[config.mk]
export PLATFORM = sky130hd
export DESIGN_NAME = if_ex_buffer
export DESIGN_NICKNAME = d
export VERILOG_FILES = /design/src/rtl/if_ex_buffer.sv
export SDC_FILE = /design/constraint.sdc
export NUM_CORES = 1
export LEC_CHECK = 0
export ABC_AREA = 1
export CORE_ASPECT_RATIO = 0.9
export CORE_UTILIZATION = 33
export CTS_BUF_LIST = sky130_fd_sc_hd__clkbuf_8
export CTS_CLUSTER_DIAMETER = 60
export DETAILED_ROUTE_END_ITERATION = 16
export HOLD_SLACK_MARGIN = 0.15
export PLACE_DENSITY = 0.89
export SLEW_MARGIN = 20
export SYNTH_ARGS = -nofsm -noshare
export SYNTH_HDL_FRONTEND = slang
export SYNTH_SLANG_ARGS = --single-unit
[constraint.sdc]
create_clock -name clk -period 1.21 [get_ports clk]
set_clock_uncertainty 0.2 [all_clocks]
set_input_delay 0.242 -clock clk [delete_from_list [all_inputs] [get_ports clk]]
set_output_delay 0.242 -clock clk [all_outputs]
set_load 0.05 [all_outputs]
[src/rtl/if_ex_buffer.sv]
// IF/EX pipeline register with hold, bubble and squash control, a hold watchdog,
// and optional performance counters enabled by the IF_EX_PERF_CNT_EN macro.
module if_ex_buffer #(
   parameter logic [31:0] NOP_INSTR  = 32'h00000013,
   parameter int          WDOG_LIMIT = 16
) (
   input  logic        clk,
   input  logic        rst,
   input  logic [31:0] pc_if,
   input  logic [31:0] ir_if,
   input  logic        wren_if,
   input  logic        stall_if,
   input  logic        stall_ex,
   input  logic        flush,
   output logic [31:0] pc_ex,
   output logic [31:0] ir_ex,
   output logic        buff_wren,
   output logic        valid_ex,
   output logic [1:0]  state,
   output logic        stall_err,
   output logic [31:0] stall_cnt,
   output logic [31:0] bubble_cnt,
   output logic [31:0] flush_cnt
);

   typedef enum logic [1:0] {
      RUN    = 2'd0,
      HOLD   = 2'd1,
      BUBBLE = 2'd2,
      SQUASH = 2'd3
   } state_t;

   localparam int HW = $clog2(WDOG_LIMIT + 1);
   localparam logic [HW-1:0] HOLD_MAX = HW'(WDOG_LIMIT);

   state_t        state_q;
   logic [31:0]   pc_ex_q;
   logic [31:0]   ir_ex_q;
   logic          buff_wren_q;
   logic          valid_ex_q;
   logic          stall_err_q;
   logic [HW-1:0] hold_run_q;
   logic [HW-1:0] hold_run_d;
   logic          hold_edge;

   // A flush overrides both stalls, so a hold only happens when flush is low.
   assign hold_edge = ~flush & stall_if & stall_ex;

   always_comb begin
      hold_run_d = '0;
      if (hold_edge) begin
         hold_run_d = (hold_run_q == HOLD_MAX) ? hold_run_q : hold_run_q + 1'b1;
      end
   end

   always_ff @(posedge clk) begin
      if (rst) begin
         state_q     <= RUN;
         pc_ex_q     <= '0;
         ir_ex_q     <= NOP_INSTR;
         buff_wren_q <= 1'b0;
         valid_ex_q  <= 1'b0;
         stall_err_q <= 1'b0;
         hold_run_q  <= '0;
      end else begin
         hold_run_q <= hold_run_d;
         if (hold_run_d == HOLD_MAX) begin
            stall_err_q <= 1'b1;
         end
         if (flush) begin
            state_q     <= SQUASH;
            pc_ex_q     <= pc_if;
            ir_ex_q     <= NOP_INSTR;
            buff_wren_q <= 1'b0;
            valid_ex_q  <= 1'b0;
         end else if (stall_if && stall_ex) begin
            state_q <= HOLD;
         end else if (stall_if) begin
            state_q     <= BUBBLE;
            ir_ex_q     <= NOP_INSTR;
            buff_wren_q <= 1'b0;
            valid_ex_q  <= 1'b0;
         end else if (state_q == SQUASH) begin
            // Second squash cycle drops the synchronously fetched branch target slot.
            state_q     <= RUN;
            pc_ex_q     <= pc_if;
            ir_ex_q     <= NOP_INSTR;
            buff_wren_q <= 1'b0;
            valid_ex_q  <= 1'b0;
         end else begin
            state_q     <= RUN;
            pc_ex_q     <= pc_if;
            ir_ex_q     <= ir_if;
            buff_wren_q <= wren_if;
            valid_ex_q  <= 1'b1;
         end
      end
   end

   assign pc_ex     = pc_ex_q;
   assign ir_ex     = ir_ex_q;
   assign buff_wren = buff_wren_q;
   assign valid_ex  = valid_ex_q;
   assign state     = state_q;
   assign stall_err = stall_err_q;

`ifdef IF_EX_PERF_CNT_EN
   logic [31:0] stall_cnt_q;
   logic [31:0] bubble_cnt_q;
   logic [31:0] flush_cnt_q;
   logic        bubble_edge;

   assign bubble_edge = ~flush & stall_if & ~stall_ex;

   always_ff @(posedge clk) begin
      if (rst) begin
         stall_cnt_q  <= '0;
         bubble_cnt_q <= '0;
         flush_cnt_q  <= '0;
      end else begin
         if (hold_edge && stall_cnt_q != 32'hFFFF_FFFF) begin
            stall_cnt_q <= stall_cnt_q + 32'd1;
         end
         if (bubble_edge && bubble_cnt_q != 32'hFFFF_FFFF) begin
            bubble_cnt_q <= bubble_cnt_q + 32'd1;
         end
         if (flush && flush_cnt_q != 32'hFFFF_FFFF) begin
            flush_cnt_q <= flush_cnt_q + 32'd1;
         end
      end
   end

   assign stall_cnt  = stall_cnt_q;
   assign bubble_cnt = bubble_cnt_q;
   assign flush_cnt  = flush_cnt_q;
`else
   assign stall_cnt  = 32'd0;
   assign bubble_cnt = 32'd0;
   assign flush_cnt  = 32'd0;
`endif

endmodule

==> metrics.csv <==
stage;metric;value;unit
outcome;status;finished, violations left;
outcome;failing checks;negative setup slack;
timing;Final setup viols;72;
floorplanning;initial core utilization;34.6;%
critical_path;CP Max Fanout;2;
synth;count of state elements after synthesis;74;
critical_path;crit path DAT;950;ps
critical_path;CP startpoint;state[1];
critical_path;Worst R2R End;stall_err;
synth;dominant cells by area after synthesis;dfxtp_1, buf_4, nor2_1, nand3_1, nand2_1;
synth;yosys warns;0;
finish;Layout fillers;784;
global_route;largest net degree at the start of global routing;33;
clocking;H-Tree Depth;3;
clocking;Clk Tree Root Cell;clkbuf_8;
critical_path;Crit Path Class;register to primary output;
critical_path;origin of the critical flop-to-flop path;hold_run_q[0];
route;final wirelength;9830;um
placed_design;Port Buffers;138;
pwr;clock power share;27.9;%
clocking;worst skew pair latency;330;ps
critical_path;CP required;770;ps
floorplanning;core area;9870;um^2
route;First-pass DRT Iterations;4;
floorplanning;num ports;235;
clocking;clock sink count;74;
clocking;number of CTS-inserted buffers;9;
route;Vias;3119;
timing;Slew Limit Fails;0;
critical_path;crit path capture;state[1];
floorplanning;row count;34;
job;Max Cap Viol;0;
synth;Yosys cell types;21;
route;DRT antenna net count;0;
finish;area grow syn2layout;77.8;%
route;vias per cell;4.24;
pwr;maximum VDD drop;0.000634;V
pwr;Leakage;2.62;nW
critical_path;Startpoint Class;register;
finish;# diodes;0;
synth;Synth Instances;441;
global_route;vias in the first global route;2972;
critical_path;FF-to-FF path depth;9;
global_route;Overflow after GRT;0;
route;1st-iter DRT viols;77;
floorplanning;chip width;109;um
pwr;Seq pwr share;39.4;%
route;DRC Markers;0;
finish;share of cells above drive strength 1;36.8;%
timing;setup total negative slack;-4910;ps
critical_path;Setup crit end kind;primary output;
pwr;PwrDens;1120;nW/um^2
timing;min cycle time layout;1390;ps
synth;top cell type by total area after synthesis;dfxtp_1;
synth;Seq/Total Area, Yosys;43.4;%
clocking;Bufs on Longest Clock Path;2;
timing;Tcrit/Tclk final;115;%
timing;Max Fclk;721;MHz
synth;cell area after synthesis;3420;um^2
timing;RSZ-0062 raised after global routing;true;
clocking;clk slew on worst S/H paths;80;ps
floorplanning;die height;98.5;um
finish;Nets;676;
placed_design;Placer Congestion;0.741;
global_route;initial antenna violation count;0;
clocking;TritonCTS clock tree;built;
pwr;switching share of power;36.3;%
pwr;Sw Pwr;2.48;mW
critical_path;R2R setup slack;-150;ps
timing;fin worst setup slack;-177;ps
timing;final hold violations;0;
floorplanning;die area;10800;um^2
synth;Avg Inst Size Synth;7.75;um^2
placed_design;Detailed Place HPWL;6890;um
route;post-detailed-route wirelength per cell;13.4;um
timing;WHS;101;ps
min_path;Hold Crit Class;input port to register;
global_route;first-pass GRT wire length;14900;um
synth;post-synth top area share;43.4;%
pwr;Combinational Power Share;32.7;%
global_route;gr usage total;18.1;%
pwr;Int Power;4.35;mW
-- logic make-up after synthesis --
group | synth area share, %
AND/OR/NAND/NOR | 19.7
buffers and inverters | 25.5
flip-flops | 43.4
AO/OA/AOI/OAI | 10.3
adder cells (fa/ha/maj) | 0.732
XOR/XNOR | 0.256
other | 0.110
-- placed cells by master (no fill, tap or decap), types with 3 or more instances in the layout --
cell type | synthesis | routed
nand2_4 | 0 | 5
buf_12 | 0 | 76
nand3_1 | 38 | 34
buf_6 | 0 | 3
inv_2 | 3 | 5
nand2_1 | 47 | 38
o21ai_1 | 5 | 12
dfxtp_2 | 0 | 66
buf_8 | 0 | 3
buf_16 | 0 | 3
a21oi_1 | 32 | 30
nand2_2 | 1 | 5
conb_1 | 1 | 96
dfxtp_4 | 0 | 6
inv_4 | 0 | 3
inv_1 | 10 | 6
o21ai_0 | 28 | 20
nand3_2 | 0 | 4
o22ai_1 | 3 | 3
buf_4 | 96 | 19
clkdlybuf4s50_1 | 0 | 65
nor2_1 | 74 | 72
clkbuf_8 | 0 | 9
-- flip-flops by register name, summed over array words and instances, names as in the netlist --
register,flops
stall_err,1
hold_run_q,5
state,2
pc_ex,32
buff_wren,1
valid_ex,1
ir_ex,32
-- synth_stat cells (all sizes together) --
cell / count
nand2: 48
a21oi: 32
buf: 111
inv: 13
o21ai: 33
o21bai: 1
clkbuf: 7
nor2: 76
dfxtp: 74
ha: 2
xor2: 1
nand4: 1
conb: 1
o22ai: 3
nand3: 38
-- area by class of cell --
| class | instances | area, um^2 | share of cell area (%) |
|---|---|---|---|
| clock inverter | 7 | 68.8 | 1.13 |
| timing repair buffer | 175 | 2530 | 41.7 |
| inverter | 13 | 58.8 | 0.968 |
| clock buffer | 9 | 124 | 2.04 |
| sequential | 74 | 1590 | 26.1 |
| multi-input combinational | 331 | 1540 | 25.4 |
| tap | 126 | 158 | 2.60 |
-- through the flow --
step | setup WS, ps | cell area, um^2 | total power, mW | util, % | std cells
detailed placement | -474 | 5430 | 4.85 | 55.0 | 706
global route | -228 | 6070 | 7.11 | 61.5 | 735
global placement | -444 | 5430 | 4.83 | 55.0 | 706
finish | -177 | 6070 | 6.83 | 61.5 | 735
CTS | -181 | 5940 | 6.86 | 60.2 | 729
floorplan | -56.1 | 3800 | 4.20 | - | 536
-- worst max-delay path: stages (launching register included) --
cell     delay [ps]
dfxtp_4         360
buf_6           120
buf_12          130
-- routing by layer --
metal  wire length [um]  track usage, %
met1               3770            19.9
met2               5220            32.2
met3                757            6.61
met4                 79            5.54
met5                  0               0
-- what timing repair did --
action / CTS / global route
gates cloned: 3 / 0
hold buffers: 1 / 1
pin swaps: 7 / 6
setup buffers: 3 / 5
setup endpoints to repair: 138 / 141
gates resized for setup: 109 / 26
hold endpoints to repair: 1 / 6
-- power by group through the flow --
stage | Combinational, mW | Sequential [mW] | Clock, mW
2_1_floorplan | 1.14 | 3.06 | 0
3_3_place_gp | 2.11 | 2.72 | 0
3_5_place_dp | 2.12 | 2.73 | 0
4_1_cts | 2.21 | 2.69 | 1.96
5_1_grt | 2.34 | 2.70 | 2.06
6_report | 2.23 | 2.69 | 1.90
-- worst min-delay path by stage --
stage	startpoint	slack (ps)	endpoint	depth (start not counted)
after floorplan	flush	160	state[1]	2
after global placement	ir_ex[12]	290	ir_ex[12]	2
after detailed placement	ir_ex[3]	290	ir_ex[3]	2
after CTS	ir_if[6]	250	ir_ex[6]	3
after global routing	rst	100	hold_run_q[2]	3
final	rst	100	hold_run_q[2]	3
No activity file was read; power rests on OpenSTA's default activity.
